$ cat config.mk
export PLATFORM = sky130hd
export DESIGN_NAME = pwm_audio_mixer
export DESIGN_NICKNAME = d
export VERILOG_FILES = /design/src/rtl/audio_pkg.sv /design/src/rtl/pwm_slew_limiter.sv /design/src/rtl/pwm_audio_mixer.sv
export SDC_FILE = /design/constraint.sdc
export NUM_CORES = 1
export LEC_CHECK = 0
export ABC_AREA = 1
export CAP_MARGIN = 20
export CORE_MARGIN = 1
export CORE_UTILIZATION = 59
export CTS_CLUSTER_SIZE = 8
export DETAILED_ROUTE_END_ITERATION = 12
export GPL_TIMING_DRIVEN = 0
export PLACE_DENSITY = 0.8
export SETUP_SLACK_MARGIN = 0.1
export SYNTH_ARGS = -nofsm -noshare
export SYNTH_HDL_FRONTEND = slang
export SYNTH_SLANG_ARGS = --single-unit
$ cat constraint.sdc
create_clock -name clk -period 2.79 [get_ports clk]
set_input_delay 0.279 -clock clk [delete_from_list [all_inputs] [get_ports clk]]
set_output_delay 0.279 -clock clk [all_outputs]
set_load 0.01 [all_outputs]
$ cat src/rtl/audio_pkg.sv
// Shared widths and limits for the TIA audio mixer path feeding the PWM controller.
package audio_pkg;
  localparam int CW_W       = 10;
  localparam int FRAME_LOG2 = 10;
  localparam int SAMPLE_W   = 5;
  localparam int SUM_W      = 15;
  localparam int CW_MAX     = 960;

  typedef logic [CW_W-1:0]     cw_t;
  typedef logic [SAMPLE_W-1:0] sample_t;
  typedef logic [SUM_W-1:0]    sum_t;
endpackage

$ cat src/rtl/pwm_slew_limiter.sv
// Combinational slew limiter: moves cur toward tgt by at most MAX_STEP per update.
module pwm_slew_limiter
  import audio_pkg::*;
#(
  parameter int MAX_STEP = 64
) (
  input  logic [CW_W-1:0] cur,
  input  logic [CW_W-1:0] tgt,
  output logic [CW_W-1:0] nxt
);
  typedef logic signed [CW_W+1:0] wide_t;

  localparam wide_t STEP = wide_t'(MAX_STEP);

  wide_t d;
  wide_t up;
  wide_t dn;

  function automatic logic [CW_W-1:0] sat_cw(input wide_t v);
    if (v < 0)
      return '0;
    else if (v > wide_t'(CW_MAX))
      return CW_W'(CW_MAX);
    else
      return v[CW_W-1:0];
  endfunction

  always_comb begin
    d   = $signed({2'b00, tgt}) - $signed({2'b00, cur});
    up  = $signed({2'b00, cur}) + STEP;
    dn  = $signed({2'b00, cur}) - STEP;
    nxt = tgt;
    if (MAX_STEP != 0 && (d > STEP || d < -STEP)) begin
      if (d > 0)
        nxt = sat_cw(up);
      else
        nxt = sat_cw(dn);
    end
  end
endmodule

$ cat src/rtl/pwm_audio_mixer.sv
// Mixes two volume-gated TIA channel bits, box-filters over a 1024-clock frame,
// slew-limits the frame average and hands it to the PWM stage once per frame.
module pwm_audio_mixer
  import audio_pkg::*;
#(
  parameter int MAX_STEP   = 64,
  parameter int FRAME_LOG2 = 10
) (
  input  logic            clk,
  input  logic            reset_n,
  input  logic            ch0_bit,
  input  logic [3:0]      ch0_vol,
  input  logic            ch1_bit,
  input  logic [3:0]      ch1_vol,
  input  logic            mute,
  output logic [CW_W-1:0] pwm_cw,
  output logic            cw_valid
);
  logic [FRAME_LOG2-1:0] frame_cnt;
  sample_t               s_p0;
  sum_t                  acc;
  sum_t                  frame_sum;
  logic                  frame_end;
  logic [CW_W-1:0]       target_p1;
  logic                  vld_p1;
  logic [CW_W-1:0]       slew_tgt;
  logic [CW_W-1:0]       slew_nxt;

  // Stage 0: instantaneous mix, summed into the running frame accumulator.
  always_comb begin
    s_p0 = (ch0_bit ? SAMPLE_W'(ch0_vol) : '0) + (ch1_bit ? SAMPLE_W'(ch1_vol) : '0);
  end

  assign frame_sum = acc + SUM_W'(s_p0);
  assign frame_end = &frame_cnt;

  // Stage 1: latched frame average; mute only matters when it is consumed.
  assign slew_tgt = mute ? '0 : target_p1;

  pwm_slew_limiter #(
    .MAX_STEP (MAX_STEP)
  ) u_slew (
    .cur (pwm_cw),
    .tgt (slew_tgt),
    .nxt (slew_nxt)
  );

  // vld_p1 marks the cycle right after the target latch, so the first frame
  // after reset produces no update from the empty pre-reset average.
  always_ff @(posedge clk or negedge reset_n) begin
    if (!reset_n) begin
      frame_cnt <= '0;
      acc       <= '0;
      target_p1 <= '0;
      vld_p1    <= 1'b0;
      pwm_cw    <= '0;
      cw_valid  <= 1'b0;
    end else begin
      frame_cnt <= frame_cnt + 1'b1;
      vld_p1    <= frame_end;
      cw_valid  <= vld_p1;
      if (frame_end) begin
        target_p1 <= frame_sum[SUM_W-1 -: CW_W];
        acc       <= '0;
      end else begin
        acc       <= frame_sum;
      end
      // Stage 2: registered control word, the only value the PWM stage sees.
      if (vld_p1)
        pwm_cw <= slew_nxt;
    end
  end
endmodule

==> impl.org <==
** Clocking
- Clock latency on the worst-skew pair :: 0.30 ns
- Clock sink total :: 47
- The clock tree synthesis step divided the H-tree into 2 levels.
- After clock tree synthesis, the clock-pin slew on the worst setup and hold paths is 0.09 ns.
- In this run, CTS created clock tree buffers numbering 5.
- TritonCTS built the clock tree.
- Maximum buffer depth of the clock tree :: 2
- Clock tree root driver cell :: clkbuf_8

** Global route
- Across every metal layer, demand over resource in global routing totals 0.2439.
- Number of antenna violations at the first check in global routing :: 0
- Number of global-route vias before repair :: 2543
- Entering global routing, the biggest net connects 34 pins.
- Global-route wire length before repair :: 10520 um
- Total grt overflow :: 0

** Timing
- Timing would allow up to 383.3 MHz.
- Final hold vios :: 0
- Setup repair after global routing missed its margin :: true
- For the final database, setup skew stands at 0.01155 ns.
- Slew @ Worst Pin :: 0.4720 ns
- Setup TNS :: 0 ns
- Setup Viol. Count Final :: 0
- The count of pins over their slew limit came to 0.
- Across all hold checks on the routed design, the worst slack comes to 0.3972 ns.
- Worst relative slew slack :: 0.6829
- Dividing the final minimum period by the clock period gives 0.9351.
- The routed design could run at a clock period as short as 2.609 ns.

** Floorplanning
- Height of the die :: 75.47 um
- Core Rows :: 26
- The die covers 5695 sq um.
- Initial standard-cell utilization of the core :: 0.6195
- Num ports :: 24
- The floorplan step set the die width to 75.47 um.
- After floorplanning, the core was sized to cover 5140 sq um.

** Critical path
- The signal on the critical path passes through clkdlybuf4s50_1 > nand2_1 > inv_1 > fa_1 > ha_4 > nand3_2 > nand2_2 > nand2_2 > a21oi_2 > nand2_1 > nor2_2 > nand2_1 > nor2_1 > xor2_1 > o21ai_1.
- Setup slack of the worst register-to-register path :: 0.19 ns
- The slowest stage of the critical path belongs to the cell clkdlybuf4s50_1.
- Launching point of the worst reg2reg path :: acc[1]
- Category of the critical setup timing path :: in2reg
- The worst setup path is launched from a primary input.
- Tracing the worst setup path back leads to its startpoint at ch0_vol[3].
- Sort of element at the end of the critical path :: flop
- Worst stage delay on the critical path :: 0.45 ns
- Crit path max fanout :: 4
- The most numerous cell type found on the critical path is nand2_1.
- Capture instance of the worst register-to-register path :: target_p1[4]
- Data on the critical path is required at its endpoint by 2.97 ns.
- At the worst endpoint, the arrival time is 2.79 ns.
- FF-to-FF path depth :: 13

** Finish
- Layout overhead on the synthesized area :: 20.08%
- Non-filler instance count after layout :: 546
- The net count of the finished layout is 515.
- # diodes :: 0
- The filler cells instantiated in the layout total 431.
- Fraction of final layout cells sized beyond drive strength 1 :: 0.1429
- Final Cell Area :: 3824 sq um

** Placement
- Number of port buffers :: 22
- Detailed-placement wirelength estimate :: 4904 um
- Routability-driven placement finished with a final weighted congestion of 0.8455.
- Post-place instance area :: 3507 sq um
- Placed cell count :: 526

** Hold path
- The worst hold path begins at mute.
- Min-Delay Endpoint :: pwm_cw[4]
- Cell count of the worst hold path :: 4
- Worst min path class :: in2reg

** Logic synthesis
- Average instance area after synthesis :: 7.354 sq um
- Yosys synthesis warning count :: 0
- Area of the mapped netlist :: 3184 sq um
- The number of nets in the synthesized netlist is 472.
- Ranking of synthesized cells by area :: dfrtp_1 (37%), nand2_1 (14%), inv_1 (9.1%)
- Of the post-synthesis cell area, the dominant cell type holds 0.3694.
- Most instantiated flip-flop cell in the synthesis netlist :: dfrtp_1
- Summed over all instances, the cell type with the most area after synthesis is dfrtp_1.
- Post-synth ARST share :: 1.000
- In this run, synthesis inferred 0 flip-flops with an integrated enable.
- Gate count of the mapped netlist :: 433
- Count of unique library cells instantiated by Yosys :: 28
- The share of the Yosys chip area taken by registers is 0.3694.
- Yosys reg bits :: 47

** Run status
- Result of the run :: finished clean

** Drt
- Violation count after the first detailed-routing iteration :: 77
- Vias per cell :: 5.011
- In the final routed layout, each cell accounts on average for 11.94 um.
- The first detailed-routing pass took 5 iterations.
- Remaining number of nets flagged by the antenna check after routing :: 0
- The final layout contains routed wiring with a total length of 6519 um.
- In the routed design, unresolved DRC markers number 0.
- The routed layout has 2736 vias.

** Pwr
- The share of total power dissipated in sequential elements is 0.416.
- Leakage power of the design :: 2.156 nW
- Power Dens Cells :: 534.0 nW/um^2
- The share of total power dissipated in combinational logic is 0.395.
- VDD sags by at most 0.5722 mV.
- Int Power :: 1.301 mW
- Of the total power, the clock network draws 0.190.
- Summed over all nets, the switching power comes to 0.7409 mW.
- Sw frac :: 0.3628

** Run
- # Max-Cap Violations :: 0
## worst max-delay path: cells and delay by family
| kind | cells | cell delay (ns) |
|---|---|---|
| adders and majority gates | 2 | 0.76 |
| and+or+nand+nor | 8 | 0.73 |
| buffers and inverters | 2 | 0.51 |
| AOI/OAI and AO/OA | 2 | 0.26 |
| xor gates and xnor gates | 1 | 0.23 |
## cell usage after synthesis, types with 2 or more instances
master	count
nand3_1	32
ha_1	20
nor2_1	44
xor2_1	16
clkbuf_1	5
nand4_1	6
inv_2	2
nand3_2	2
o21ai_1	6
o21ai_0	6
inv_1	77
nor3_1	7
dfrtp_1	47
fa_1	6
nand2_2	5
nor3_2	2
xnor2_1	7
a21oi_1	17
nand2_1	117
## logic make-up after synthesis
family	count (synthesis)	synth area share
buffers and inverters	87	0.1053
AOI/OAI and AO/OA	30	0.04833
xor gates and xnor gates	23	0.06326
and+or+nand+nor	220	0.2974
DFF	47	0.3694
adders and majority gates	26	0.1163
## flip-flops by register name, summed over array words and instances, names as in the netlist
signal	cells
acc	15
frame_cnt	10
pwm_cw	10
target_p1	10
cw_valid	1
vld_p1	1
## cells in the final DEF, fill, tap and decap left out, types with 2 or more instances in the layout
cell type / netlist / layout
a21oi_1: 17 / 15
a21oi_2: 1 / 3
buf_2: 0 / 2
buf_4: 0 / 12
clkbuf_1: 5 / 4
clkbuf_8: 0 / 5
clkdlybuf4s50_1: 0 / 14
dfrtp_1: 47 / 47
dlygate4sd2_1: 0 / 2
dlymetal6s2s_1: 0 / 5
fa_1: 6 / 3
fa_2: 0 / 3
ha_1: 20 / 15
ha_2: 0 / 2
ha_4: 0 / 3
inv_1: 77 / 72
inv_2: 2 / 7
nand2_1: 117 / 113
nand2_2: 5 / 9
nand3_1: 32 / 29
nand3_2: 2 / 5
nand4_1: 6 / 6
nor2_1: 44 / 41
nor2_2: 1 / 3
nor3_1: 7 / 5
nor3_2: 2 / 3
o21ai_0: 6 / 6
o21ai_1: 6 / 5
xnor2_1: 7 / 6
xor2_1: 16 / 16
## how the worst max path moves through the flow
stage	endpoint	depth (start not counted)
5_1_grt	target_p1[5]	15
4_1_cts	target_p1[8]	17
3_3_place_gp	target_p1[7]	15
2_1_floorplan	target_p1[8]	14
3_5_place_dp	target_p1[7]	15
6_report	target_p1[5]	15
## power by group through the flow
stage	sequential, mW	combinational (mW)	clock [mW]
after floorplan	0.839	0.424	0
after global placement	0.846	0.524	0
after detailed placement	0.851	0.556	0
after CTS	0.844	0.647	0.404
after global routing	0.859	0.888	0.423
final	0.849	0.806	0.387
## metal layers
metal,track usage,wire [um]
met1,0.2925,2807
met2,0.4593,3496
met3,0.03307,134
met4,0.06379,81
met5,0,0
## layout make-up
class | instances | area, sq um | area share
Inverter | 80 | 300.3 | 0.07853
Tap cell | 70 | 87.58 | 0.02291
Clock buffer | 5 | 68.82 | 0.01800
Buffer | 7 | 36.28 | 0.009490
Sequential cell | 47 | 1176 | 0.3076
Multi-Input combinational cell | 299 | 1795 | 0.4696
Timing Repair Buffer | 36 | 345.3 | 0.09031
Clock inverter | 2 | 13.76 | 0.003599
## stage by stage
| step | power [mW] | worst slack, ns | utilization |
|---|---|---|---|
| 2_1_floorplan | 1.263 | 0.3263 | - |
| 3_3_place_gp | 1.370 | -0.3901 | 0.6794 |
| 3_5_place_dp | 1.408 | -0.4812 | 0.6823 |
| 4_1_cts | 1.894 | 0.1020 | 0.7167 |
| 5_1_grt | 2.170 | 0.02504 | 0.7439 |
| 6_report | 2.042 | 0.1812 | 0.7439 |
## repair_timing
action | CTS | global route
endpoints found under the setup margin | 10 | 20
pin swaps | 12 | 25
endpoints found under the hold margin | 14 | 0
hold buffers | 1 | 0
resized for setup | 15 | 27
buffers inserted | 4 | 8
Note: power is estimated with default switching activity, not from simulation.
